[src/rtl/key_debounce_quad_pkg.sv]
// Shared constants for the quad key debouncer: FSM state encoding and
// default timing values (50 MHz clock).
package key_debounce_quad_pkg;

  typedef enum logic [1:0] {
    ST_IDLE      = 2'd0,
    ST_PRESS_CHK = 2'd1,
    ST_HELD      = 2'd2,
    ST_REL_CHK   = 2'd3
  } key_fsm_e;

  localparam int DEF_DEBOUNCE_CNT  = 1_000_000;   // 20 ms
  localparam int DEF_REPEAT_EN     = 1;
  localparam int DEF_REPEAT_DELAY  = 15_000_000;  // 300 ms
  localparam int DEF_REPEAT_PERIOD = 5_000_000;   // 100 ms

  function automatic int max3(input int a, input int b, input int c);
    int m;
    m = (a > b) ? a : b;
    return (m > c) ? m : c;
  endfunction

endpackage

[src/rtl/key_debounce_ch.sv]
// One key channel: 2-flop synchronizer, press/release debounce FSM and
// auto-repeat counter. Emits a one-cycle flag on confirmed press and repeats.
module key_debounce_ch
  import key_debounce_quad_pkg::*;
#(
  parameter int DEBOUNCE_CNT  = DEF_DEBOUNCE_CNT,
  parameter int REPEAT_EN     = DEF_REPEAT_EN,
  parameter int REPEAT_DELAY  = DEF_REPEAT_DELAY,
  parameter int REPEAT_PERIOD = DEF_REPEAT_PERIOD
) (
  input  logic     clk,
  input  logic     rst_n,
  input  logic     key_n,
  output logic     key_flag,
  output logic     key_state,
  output key_fsm_e state_o
);

  localparam int CW = $clog2(max3(DEBOUNCE_CNT, REPEAT_DELAY, REPEAT_PERIOD)) + 1;
  localparam logic [CW-1:0] DEB_LAST = CW'(DEBOUNCE_CNT - 1);
  localparam logic [CW-1:0] RD_LAST  = CW'(REPEAT_DELAY - 1);
  localparam logic [CW-1:0] RP_LAST  = CW'(REPEAT_PERIOD - 1);

  logic [1:0]    sync_q;
  logic          key_low;
  key_fsm_e      state_q, state_d;
  logic [CW-1:0] cnt_q, cnt_d;
  logic [CW-1:0] rpt_q, rpt_d;
  logic          rpt_first_q, rpt_first_d;
  logic          flag_q, flag_d;
  logic          held_q, held_d;

  assign key_low = ~sync_q[1];

  always_ff @(posedge clk or negedge rst_n) begin
    if (!rst_n) begin
      sync_q      <= 2'b11;
      state_q     <= ST_IDLE;
      cnt_q       <= '0;
      rpt_q       <= '0;
      rpt_first_q <= 1'b0;
      flag_q      <= 1'b0;
      held_q      <= 1'b0;
    end else begin
      sync_q      <= {sync_q[0], key_n};
      state_q     <= state_d;
      cnt_q       <= cnt_d;
      rpt_q       <= rpt_d;
      rpt_first_q <= rpt_first_d;
      flag_q      <= flag_d;
      held_q      <= held_d;
    end
  end

  // rpt_first_q selects the long initial delay right after a press; a return
  // from REL_CHK resumes on the short period.
  always_comb begin
    state_d     = state_q;
    cnt_d       = cnt_q;
    rpt_d       = rpt_q;
    rpt_first_d = rpt_first_q;
    flag_d      = 1'b0;
    case (state_q)
      ST_IDLE: begin
        cnt_d = '0;
        rpt_d = '0;
        if (key_low) state_d = ST_PRESS_CHK;
      end
      ST_PRESS_CHK: begin
        if (!key_low) begin
          state_d = ST_IDLE;
          cnt_d   = '0;
        end else if (cnt_q == DEB_LAST) begin
          state_d     = ST_HELD;
          cnt_d       = '0;
          rpt_d       = '0;
          rpt_first_d = 1'b1;
          flag_d      = 1'b1;
        end else begin
          cnt_d = cnt_q + 1'b1;
        end
      end
      ST_HELD: begin
        if (!key_low) begin
          state_d = ST_REL_CHK;
          cnt_d   = '0;
          rpt_d   = '0;
        end else if (REPEAT_EN != 0) begin
          if (rpt_q == (rpt_first_q ? RD_LAST : RP_LAST)) begin
            flag_d      = 1'b1;
            rpt_d       = '0;
            rpt_first_d = 1'b0;
          end else begin
            rpt_d = rpt_q + 1'b1;
          end
        end
      end
      ST_REL_CHK: begin
        if (key_low) begin
          state_d     = ST_HELD;
          cnt_d       = '0;
          rpt_d       = '0;
          rpt_first_d = 1'b0;
        end else if (cnt_q == DEB_LAST) begin
          state_d = ST_IDLE;
          cnt_d   = '0;
        end else begin
          cnt_d = cnt_q + 1'b1;
        end
      end
      default: begin
        state_d = ST_IDLE;
        cnt_d   = '0;
        rpt_d   = '0;
      end
    endcase
    held_d = (state_d == ST_HELD) || (state_d == ST_REL_CHK);
  end

  assign key_flag  = flag_q;
  assign key_state = held_q;
  assign state_o   = state_q;

endmodule

[src/rtl/key_debounce_quad.sv]
// Four independent debounced keys. key_fsm_o exposes each channel's FSM
// state, two bits per key, key 0 in the low bits.
module key_debounce_quad
  import key_debounce_quad_pkg::*;
#(
  parameter int DEBOUNCE_CNT  = DEF_DEBOUNCE_CNT,
  parameter int REPEAT_EN     = DEF_REPEAT_EN,
  parameter int REPEAT_DELAY  = DEF_REPEAT_DELAY,
  parameter int REPEAT_PERIOD = DEF_REPEAT_PERIOD
) (
  input  logic       clk,
  input  logic       rst_n,
  input  logic [3:0] key_n,
  output logic       key_flag1,
  output logic       key_flag2,
  output logic       key_flag3,
  output logic       key_flag4,
  output logic [3:0] key_state,
  output logic [7:0] key_fsm_o
);

  logic [3:0] flag;
  key_fsm_e   ch_fsm [4];

  for (genvar g = 0; g < 4; g++) begin : g_ch
    key_debounce_ch #(
      .DEBOUNCE_CNT (DEBOUNCE_CNT),
      .REPEAT_EN    (REPEAT_EN),
      .REPEAT_DELAY (REPEAT_DELAY),
      .REPEAT_PERIOD(REPEAT_PERIOD)
    ) u_ch (
      .clk      (clk),
      .rst_n    (rst_n),
      .key_n    (key_n[g]),
      .key_flag (flag[g]),
      .key_state(key_state[g]),
      .state_o  (ch_fsm[g])
    );
    assign key_fsm_o[2*g +: 2] = ch_fsm[g];
  end

  assign key_flag1 = flag[0];
  assign key_flag2 = flag[1];
  assign key_flag3 = flag[2];
  assign key_flag4 = flag[3];

endmodule

[config.mk]
export PLATFORM = sky130hd
export DESIGN_NAME = key_debounce_quad
export DESIGN_NICKNAME = d
export VERILOG_FILES = /design/src/rtl/key_debounce_quad_pkg.sv /design/src/rtl/key_debounce_ch.sv /design/src/rtl/key_debounce_quad.sv
export SDC_FILE = /design/constraint.sdc
export NUM_CORES = 1
export LEC_CHECK = 0
export BUFFER_PORTS_ARGS = -buffer_cell sky130_fd_sc_hd__buf_4
export CORE_ASPECT_RATIO = 0.5
export CORE_MARGIN = 1
export CORE_UTILIZATION = 32
export CTS_BUF_LIST = sky130_fd_sc_hd__clkbuf_4
export DETAILED_ROUTE_END_ITERATION = 8
export PLACE_DENSITY = 0.47
export REMOVE_ABC_BUFFERS = 1
export SETUP_SLACK_MARGIN = 0.05
export SYNTH_ARGS = -nofsm -noshare
export SYNTH_HDL_FRONTEND = slang
export SYNTH_HIERARCHICAL = 1
export SYNTH_SLANG_ARGS = --single-unit
[constraint.sdc]
create_clock -name clk -period 2.4 [get_ports clk]
set_clock_uncertainty 0.2 [all_clocks]
set_input_delay 0.12 -clock clk [delete_from_list [all_inputs] [get_ports clk]]
set_output_delay 0.12 -clock clk [all_outputs]
set_load 0.01 [all_outputs]
# Yosys cells after proc, flatten, opt, wreduce, memory -nomap -nowiden
# Cells that the tools add are included.
# totals
ff_bits	228
latchBits	0
mem_bits_rw	0
romBits	0
input_bits	6
output_inout_bits	16
elab_cells	228
n_memories	0
# op_classes
n_addsub	8
mul	0
div	0
order_cmp	0
eq_ne	52
n_shift	0
n_mux	120
bitwise_logic	0
reduce_logical	20
# op_table
cell	count
25-bit two-way mux	36
25-bit case mux with 4 select lines	8
25-bit by 1-bit adder with 25-bit output (second input constant)	8
25-bit by 20-bit == test with 1-bit output (second input constant)	4
25-bit == test	4
24-bit two-way mux	4
2-bit two-way mux	24
1-bit two-way mux	36
2-bit == test (second input constant)	16
2-bit case mux with 4 select lines	4
2-bit by 1-bit inequality test with 1-bit output (second input constant)	12
2-bit inequality test (second input constant)	12
6-bit AND reduction	4
1-bit case mux with 3 select lines	4
3-bit AND reduction	4
3-bit nonzero test	4
2-bit by 1-bit == test with 1-bit output (second input constant)	4
2-bit zero test	4
1-bit case mux with 2 select lines	4
1-bit logical OR	4

# Longest topological paths before layout
# Gate-level depths: netlist of the first run.
# depth
word_depth	6
depth_mapped	9
mapped_depth_nobuf	8

# By module
# The synthesis of the first run kept the hierarchy.
# modules_own_cells
mod	instances	cells_per_inst	area_per_inst_um2	seq_area_each_um2
key_debounce_ch (g_ch[0].u_ch ...)	3	350	3240.6	1403.8
key_debounce_ch (g_ch[3].u_ch)	1	361	3289.4	1428.9

# Least setup slack after synthesis of the first run
# Ideal clock, no wire load.
# synth_path
kind	register to register
start	register g_ch[3].u_ch.state_q[0]
end	register g_ch[3].u_ch.cnt_q[17]
setup_ps	86
arrival_ps	1906
required_ps	2114
slack_ps	208
stages_incl_launch_ff	9
path_buffers	1
synth_period_minus_slack_ps	2192
path_cell_list	dfrtp_1 > inv_1 > ha_1 > nor2b_1 > clkbuf_1 > nor3_1 > nand4_1 > xor2_1 > nor3_1
# synth_via
elab_chain_cells	2
elab_cells_between_ends	6
cone_classes	eq/ne: 4; mux: 1; reduce/logical: 1
# synth_lines
item	line_no	rtl
start: declaration	key_debounce_ch.sv:26	key_fsm_e state_q, state_d;
start signal: assignment	key_debounce_ch.sv:46	state_q <= state_d;
2-bit == test, or another cell as far along	key_debounce_ch.sv:63	case (state_q)
25-bit case mux with 4 select lines / 2-bit by 1-bit inequality test with 1-bit output (equally long branches)	-	
end signal: assignment	key_debounce_ch.sv:47	cnt_q <= cnt_d;
end: declaration	key_debounce_ch.sv:27	logic [CW-1:0] cnt_q, cnt_d;
# Several ways; a longest one is shown, not always the timed one.
# A chain may end at the register's enable or synchronous reset.

# Worst setup path after layout of the first run
# layout_path
start	register g_ch[3].u_ch.cnt_q[0]
end	register g_ch[3].u_ch.cnt_q[24]
# layout_via
elab_chain_cells	4
elab_cells_between_ends	6
cone_classes	add/sub: 1; eq/ne: 1; mux: 4
# layout_lines
item	line_no
25-bit by 1-bit adder with 25-bit output / 25-bit by 20-bit == test with 1-bit output (equally long branches)	-
25-bit two-way mux *	key_debounce_ch.sv:73, key_debounce_ch.sv:104
25-bit two-way mux (on tied branches)	key_debounce_ch.sv:99, key_debounce_ch.sv:70
25-bit case mux with 4 select lines *	key_debounce_ch.sv:63
# Mark *: on every way between the ends. The rest lies on a longest branch, timed or not.

==> results of run 1 <==
## power by group through the flow
stage / Sequential (µW) / Clock [µW] / Combinational (µW)
2_1_floorplan: 4100 / 0 / 1150
3_3_place_gp: 4110 / 0 / 2180
3_5_place_dp: 4110 / 0 / 2210
4_1_cts: 4040 / 3660 / 2240
5_1_grt: 4060 / 3840 / 2930
6_report: 4040 / 3450 / 2690
## per-layer routing
metal | share of wire | vias up
li1 | - | 5683
met1 | 0.48 | 5701
met2 | 0.46 | 223
met3 | 0.043 | 68
met4 | 0.020 | 0
met5 | 0 | -
## cell usage after synthesis, drive strengths merged, types with 4 or more instances
cell type	instances	area share
nand4	71	0.036
a31o	4	0.0027
nor4	21	0.011
o22ai	7	0.0034
buf	30	0.018
o31ai	46	0.027
nor2b	28	0.013
o211ai	7	0.0052
nand2	120	0.035
nor4bb	8	0.0062
o21ai	139	0.054
a21o	8	0.0046
nand3	84	0.036
clkbuf	29	0.0085
a21oi	61	0.024
and3	46	0.022
a31oi	8	0.0038
nand2b	18	0.0087
o32a	4	0.0031
a221o	6	0.0046
xor2	44	0.030
nor2	81	0.025
nor3b	8	0.0046
dfrtp	217	0.42
nand4b	7	0.0047
inv	39	0.011
xnor2	19	0.013
nor3	62	0.026
or3	16	0.0077
and4	17	0.011
a22oi	5	0.0029
a211oi	5	0.0033
or4	14	0.0081
ha	24	0.023
dfstp	8	0.016
a2bb2oi	21	0.014
a22o	30	0.020
and2	18	0.0087
nor4b	10	0.012
## worst max-delay path, cell delays in order (launching register included)
cell and delay [ns]:
dfrtp_1 0.38, ha_2 0.21, nand2_2 0.08, nor4_4 0.41
buf_4 0.22, nand4_1 0.16, or3_1 0.40, a211oi_2 0.17
## state kept, by name (all words and copies together), names as in the netlist
register	count
g_ch.u_ch/cnt_q	100
g_ch.u_ch/key_flag	4
g_ch.u_ch/key_state	4
g_ch.u_ch/rpt_first_q	4
g_ch.u_ch/rpt_q	100
g_ch.u_ch/state_o	5
g_ch.u_ch/sync_q	8
## worst paths after layout
check,depth (start not counted),endpoint
worst min-delay path,0,g_ch[1].u_ch/sync_q[1]
worst min register to register,0,g_ch[1].u_ch/sync_q[1]
max in group asynchronous,4,g_ch[0].u_ch/rpt_q[2]
worst max-delay path,7,g_ch[3].u_ch/cnt_q[24]
min in group asynchronous,3,g_ch[1].u_ch/rpt_q[0]
worst max register to register,7,g_ch[3].u_ch/cnt_q[24]
## layout make-up
type	count	area, µm²	area share
antenna	2	5.00	0.000310
clock buffer	93	698	0.0432
clock inverter	15	58.8	0.00364
inverter	39	146	0.00906
multi-input combinational	1090	7410	0.459
sequential	225	5650	0.349
tap	530	663	0.0410
timing repair buffer	170	1530	0.0949
## metrics by stage
| stage | power, µW | std cells | TNS [ns] |
|---|---|---|---|
| 4_1_cts | 9940 | 2144 | 0 |
| 6_report | 10200 | 2164 | 0 |
| 3_3_place_gp | 6280 | 2026 | 0 |
| 5_1_grt | 10800 | 2164 | -0.356 |
| 2_1_floorplan | 5240 | 1352 | -12.27 |
| 3_5_place_dp | 6330 | 2026 | 0 |
## what timing repair did
action	in CTS	in global routing
pin swaps	0	42
cloned	0	7
setup buffers	0	11
endpoints found under the hold margin	229	0
endpoints found under the setup margin	2	139
hold buffers	10	0
resized for setup	2	117
## logic make-up (layout without fill, tap and decap cells)
logic type / count (synthesis) / after routing
other cells: 0 / 2
buf+inv: 98 / 317
xor+xnor: 63 / 63
compound gates: 361 / 361
simple gates: 637 / 639
flops: 225 / 225
fa+ha+maj: 24 / 24
mux: 3 / 3
==> impl_metrics.json, run 1 <==
{
  "synth_edf_count": 0,
  "internal_power_uw": 6800,
  "cts_root_buf": "clkbuf_4",
  "numCtsBuffers": 59,
  "grt_antenna_before_repair": 2,
  "layout_commonest_cell": "dfrtp_1",
  "grt_pass1_vias": 11300,
  "grt_usage": 0.165,
  "async_reset_ff_frac": 1.00,
  "cts_sinks": 225,
  "status": "finished, final reports clean",
  "grt_max_degree": 73,
  "wire_per_inst_um": 16.0,
  "syn_inst": 1411,
  "final_cell_area_um2": 16200,
  "critPathLaunch": "g_ch[3].u_ch/cnt_q[0]",
  "post_drt_via_cell_ratio": 5.40,
  "cp.required_ns": 2.85,
  "place_ws_ns": 0.0390,
  "arrival_ns": 2.78,
  "max-cap-violations": 0,
  "postRouteAntennaNets": 0,
  "whs_ns": 0.155,
  "place_congestion": 0.846,
  "post_dp_cell_area_um2": 14600,
  "cp_max_fo": 5,
  "totalWireLength_um": 34700,
  "rsz0062_at_grt": "true",
  "drive_above_1_share": 0.243,
  "min-delay-start": "g_ch[1].u_ch/sync_q[0]",
  "top_usage_layer": "met2",
  "start_util": 0.329,
  "die_w_um": 287,
  "setup_violations": 0,
  "dr.pass1.iters": 5,
  "drc": 0,
  "synth_compound_area_frac": 0.179,
  "grt_use_met2": 0.264,
  "power_switching_uw": 3380,
  "relSlewSlack": 0.615,
  "area_growth_pct": 24.2,
  "drt_iter0_markers": 796,
  "synth_seq_area_share": 0.434,
  "fmaxAchievable_mhz": 429,
  "most-common-layout-cells": "dfrtp_1 (213), buf_4 (141), nand2_1 (113), o21ai_0 (111), clkbuf_4 (93)",
  "die_h_um": 145,
  "grt_overflow": 0,
  "synth_top_family_by_area": "simple AND/OR/NAND/NOR gates",
  "hold_class": "register to register",
  "gr-usage-met1": 0.223,
  "synthXorXnorAreaFrac": 0.0424,
  "powerDensity_nw_per_um2": 630,
  "worstSetupPathType": "register to register",
  "synth_adder_area_share": 0.0231,
  "reg2reg_from": "g_ch[3].u_ch/cnt_q[0]",
  "num_vias": 11700,
  "use_met3": 0.0333,
  "synth_cell_types": 71,
  "fin_nets": 1615,
  "dp_hpwl_um": 22500,
  "start_kind": "register",
  "fill_cells": 3838,
  "netSwitchingFraction": 0.332,
  "synth_flop_cell": "dfrtp_1",
  "core_um2": 39500,
  "ys_seq_elements": 225,
  "ios": 22,
  "p_leak_uw": 0.00662,
  "cp-end-kind": "register",
  "fin_util": 0.409,
  "reg2reg_setup_slack_ns": 0.07,
  "ys_warn_count": 6,
  "htree_levels": 2,
  "path_clk_slew_ns": 0.07,
  "synth_simple_gate_area_frac": 0.282,
  "period_needed_ns": 2.33,
  "p_clk_frac": 0.339,
  "die-area_um2": 41500,
  "num_rows": 51,
  "fin_crit_sh": 0.970,
  "finalHoldViolations": 0,
  "clock_path_buffers": 3,
  "cts_tree": "yes",
  "setup_ws_ns": 0.0716,
  "synth_area_um2": 13000,
  "grt_pass1_wl_um": 56800,
  "synth_area_per_cell_um2": 9.22,
  "max-vdd-ir-drop_uv": 260,
  "worst_pin_slew_ns": 0.578,
  "port_buffers": 21,
  "synth_mux_area_frac": 0.00260,
  "drv_slew": 0,
  "p_seq_frac": 0.397,
  "clock_latency_ns": 0.74,
  "power_frac_comb": 0.264
}
(Power assumes the default switching activity.)
==> inputs of run 2 (changes only) <==
==> constraint.sdc (replaced) <==
create_clock -name clk -period 2.4 [get_ports clk]
set_clock_uncertainty 0.2 [all_clocks]
set_input_delay 0.36 -clock clk [delete_from_list [all_inputs] [get_ports clk]]
set_output_delay 0.36 -clock clk [all_outputs]
set_load 0.01 [all_outputs]
==> run 2 against run 1 <==
First-iteration DRC count decreased by 11%; register-to-register slack better by 0.05 ns; count of clock-buffer cells in the layout fell by 1; sequential share of layout area rose by 0.27 points; cell count shrank 0.18%; cell area fell by 0.73%; non-clock buffer count is 2 lower; sequential power about the same; utilization down 0.30 points; critical path type unchanged; critical endpoint is now g_ch[3].u_ch/rpt_q[21]; largest cell class unchanged.
==> impl_metrics.json, run 2 (same netlist as run 1, synthesis figures left out) <==
{
  "drc": 0,
  "fin_crit_sh": 0.951,
  "internal_power_uw": 6900,
  "grt_overflow": 0,
  "post_dp_cell_area_um2": 14600,
  "clock_path_buffers": 3,
  "period_needed_ns": 2.28,
  "fin_cells": 2160,
  "grt_pass1_vias": 11400,
  "grt_max_degree": 53,
  "place_congestion": 0.817,
  "totalWireLength_um": 33900,
  "drv_slew": 0,
  "fill_cells": 3922,
  "power_switching_uw": 3250,
  "num_vias": 11600,
  "max-vdd-ir-drop_uv": 266,
  "multiInputGateArea_um2": 7290,
  "cts_sinks": 225,
  "p_clk_frac": 0.361,
  "p_leak_uw": 0.00660,
  "num_rows": 51,
  "rsz0062_at_grt": "true",
  "fin_util": 0.406,
  "layout_commonest_cell": "dfrtp_1",
  "fmaxAchievable_mhz": 438,
  "htree_levels": 2,
  "r2r-end": "g_ch[3].u_ch/rpt_q[21]",
  "arrival_ns": 2.73,
  "start_util": 0.329,
  "area_growth_pct": 23.3,
  "grt_antenna_before_repair": 1,
  "max-cap-violations": 0,
  "dr.pass1.iters": 4,
  "cp-end-kind": "register",
  "drive_above_1_share": 0.232,
  "grt_usage": 0.165,
  "core_um2": 39500,
  "clock_latency_ns": 0.76,
  "fin_setup_tns_ns": 0,
  "grt_pass1_wl_um": 57100,
  "final_cell_area_um2": 16000,
  "fin_nets": 1612,
  "cp.required_ns": 2.85,
  "numCtsBuffers": 59,
  "cts_root_buf": "clkbuf_4",
  "regArea_um2": 5650,
  "wire_per_inst_um": 15.7,
  "netSwitchingFraction": 0.320,
  "powerDensity_nw_per_um2": 632,
  "relSlewSlack": 0.639,
  "worstSetupPathType": "register to register",
  "die-area_um2": 41500,
  "port_buffers": 21,
  "dp_hpwl_um": 22500,
  "worstHoldEndpoint": "g_ch[3].u_ch/sync_q[0]",
  "ff2ff_path_depth": 7,
  "finalHoldViolations": 0,
  "reg_top3": "g_ch.u_ch/cnt_q x100, g_ch.u_ch/rpt_q x100, g_ch.u_ch/sync_q x8",
  "post_drt_via_cell_ratio": 5.37,
  "ios": 22,
  "postRouteAntennaNets": 0,
  "die_w_um": 287,
  "start_kind": "register",
  "reg2reg_setup_slack_ns": 0.12,
  "status": "finished, final reports clean",
  "setup_violations": 0,
  "die_h_um": 145,
  "path_clk_slew_ns": 0.07,
  "whs_ns": 0.0973,
  "min-delay-start": "key_n[3]",
  "reg2reg_from": "g_ch[3].u_ch/cnt_q[0]",
  "holdPathStages": 2,
  "cp_max_fo": 26,
  "worst_pin_slew_ns": 0.542,
  "most-common-layout-cells": "dfrtp_1 (211), buf_4 (143), o21ai_0 (117), nand2_1 (114), clkbuf_4 (92)",
  "dp_cells": 2029,
  "p_seq_frac": 0.399,
  "power_frac_comb": 0.240,
  "hold_class": "input pin to register",
  "cts_tree": "yes",
  "drt_iter0_markers": 706
}
==> run 2: cell count changes in the layout (fill, tap and decap cells not counted), moves of 3 or more <==
cell	change
or4_4	-4
clkbuf_16	-3
o31ai_4	-4
or3_4	-6
o21ai_1	-6
a21oi_2	-11
or4_1	+4
o21ai_0	+6
o31ai_1	+3
or3_1	+6
a21oi_1	+11
==> run 2: critical path, cell delays in order, from the launching register on <==
cell and delay [ns]:
dfrtp_1 0.38, ha_2 0.20, nand2_2 0.08, nor4_4 0.38, a21oi_4 0.11, buf_12 0.17
or4_4 0.54, a21oi_2 0.15
==> run 2: worst max path at each step <==
stage | start | endpoint | slack, ns | cells after the start
after floorplan | g_ch[3].u_ch/sync_q[1] | g_ch[3].u_ch/rpt_q[10] | -0.31 | 5
final | g_ch[3].u_ch/cnt_q[0] | g_ch[3].u_ch/rpt_q[21] | 0.12 | 7
after global placement | g_ch[1].u_ch/cnt_q[7] | g_ch[1].u_ch/cnt_q[12] | 0.04 | 7
after detailed placement | g_ch[1].u_ch/cnt_q[7] | g_ch[1].u_ch/rpt_q[18] | -0.002 | 7
after global routing | g_ch[3].u_ch/state_o[0] | g_ch[3].u_ch/cnt_q[23] | -0.007 | 7
after CTS | g_ch[1].u_ch/cnt_q[7] | g_ch[1].u_ch/rpt_q[20] | 0.05 | 7
==> run 2: timing repair <==
item / in CTS / in global routing
gates resized for setup: 3 / 87
pin swaps: 2 / 21
hold buffers: 9 / 0
cloned: 0 / 3
endpoints found under the hold margin: 229 / 0
setup buffers: 1 / 9
endpoints found under the setup margin: 13 / 150
==> run 2: stage by stage <==
step                total power, µW  setup slack (ns)
CTS                           10100            0.0459
global placement               6270            0.0414
global route                  10900          -0.00743
finish                        10100             0.117
detailed placement             6310          -0.00162
floorplan                      5240            -0.306
==> run 2: power groups by stage <==
stage	registers, µW	logic (µW)	clock network, µW
after floorplan	4100	1150	0
after global placement	4110	2170	0
after detailed placement	4120	2190	0
after CTS	4040	2220	3880
after global routing	4070	2700	4090
final	4050	2440	3660
==> run 2: per-layer routing <==
layer | share of wire | track usage | vias up
met1 | 0.48 | 0.219 | 5710
met3 | 0.041 | 0.0358 | 54
met4 | 0.017 | 0.0490 | 0
li1 | - | - | 5669
met2 | 0.46 | 0.270 | 176
met5 | 0 | 0 | -
==> run 2: layout make-up <==
cell class | count | area share
Antenna cell | 1 | 0.000156
Clock buffer | 92 | 0.0430
Clock inverter | 16 | 0.00717
Inverter | 39 | 0.00912
Multi-Input combinational cell | 1089 | 0.454
Sequential cell | 225 | 0.352
Tap cell | 530 | 0.0413
Timing Repair Buffer | 168 | 0.0930
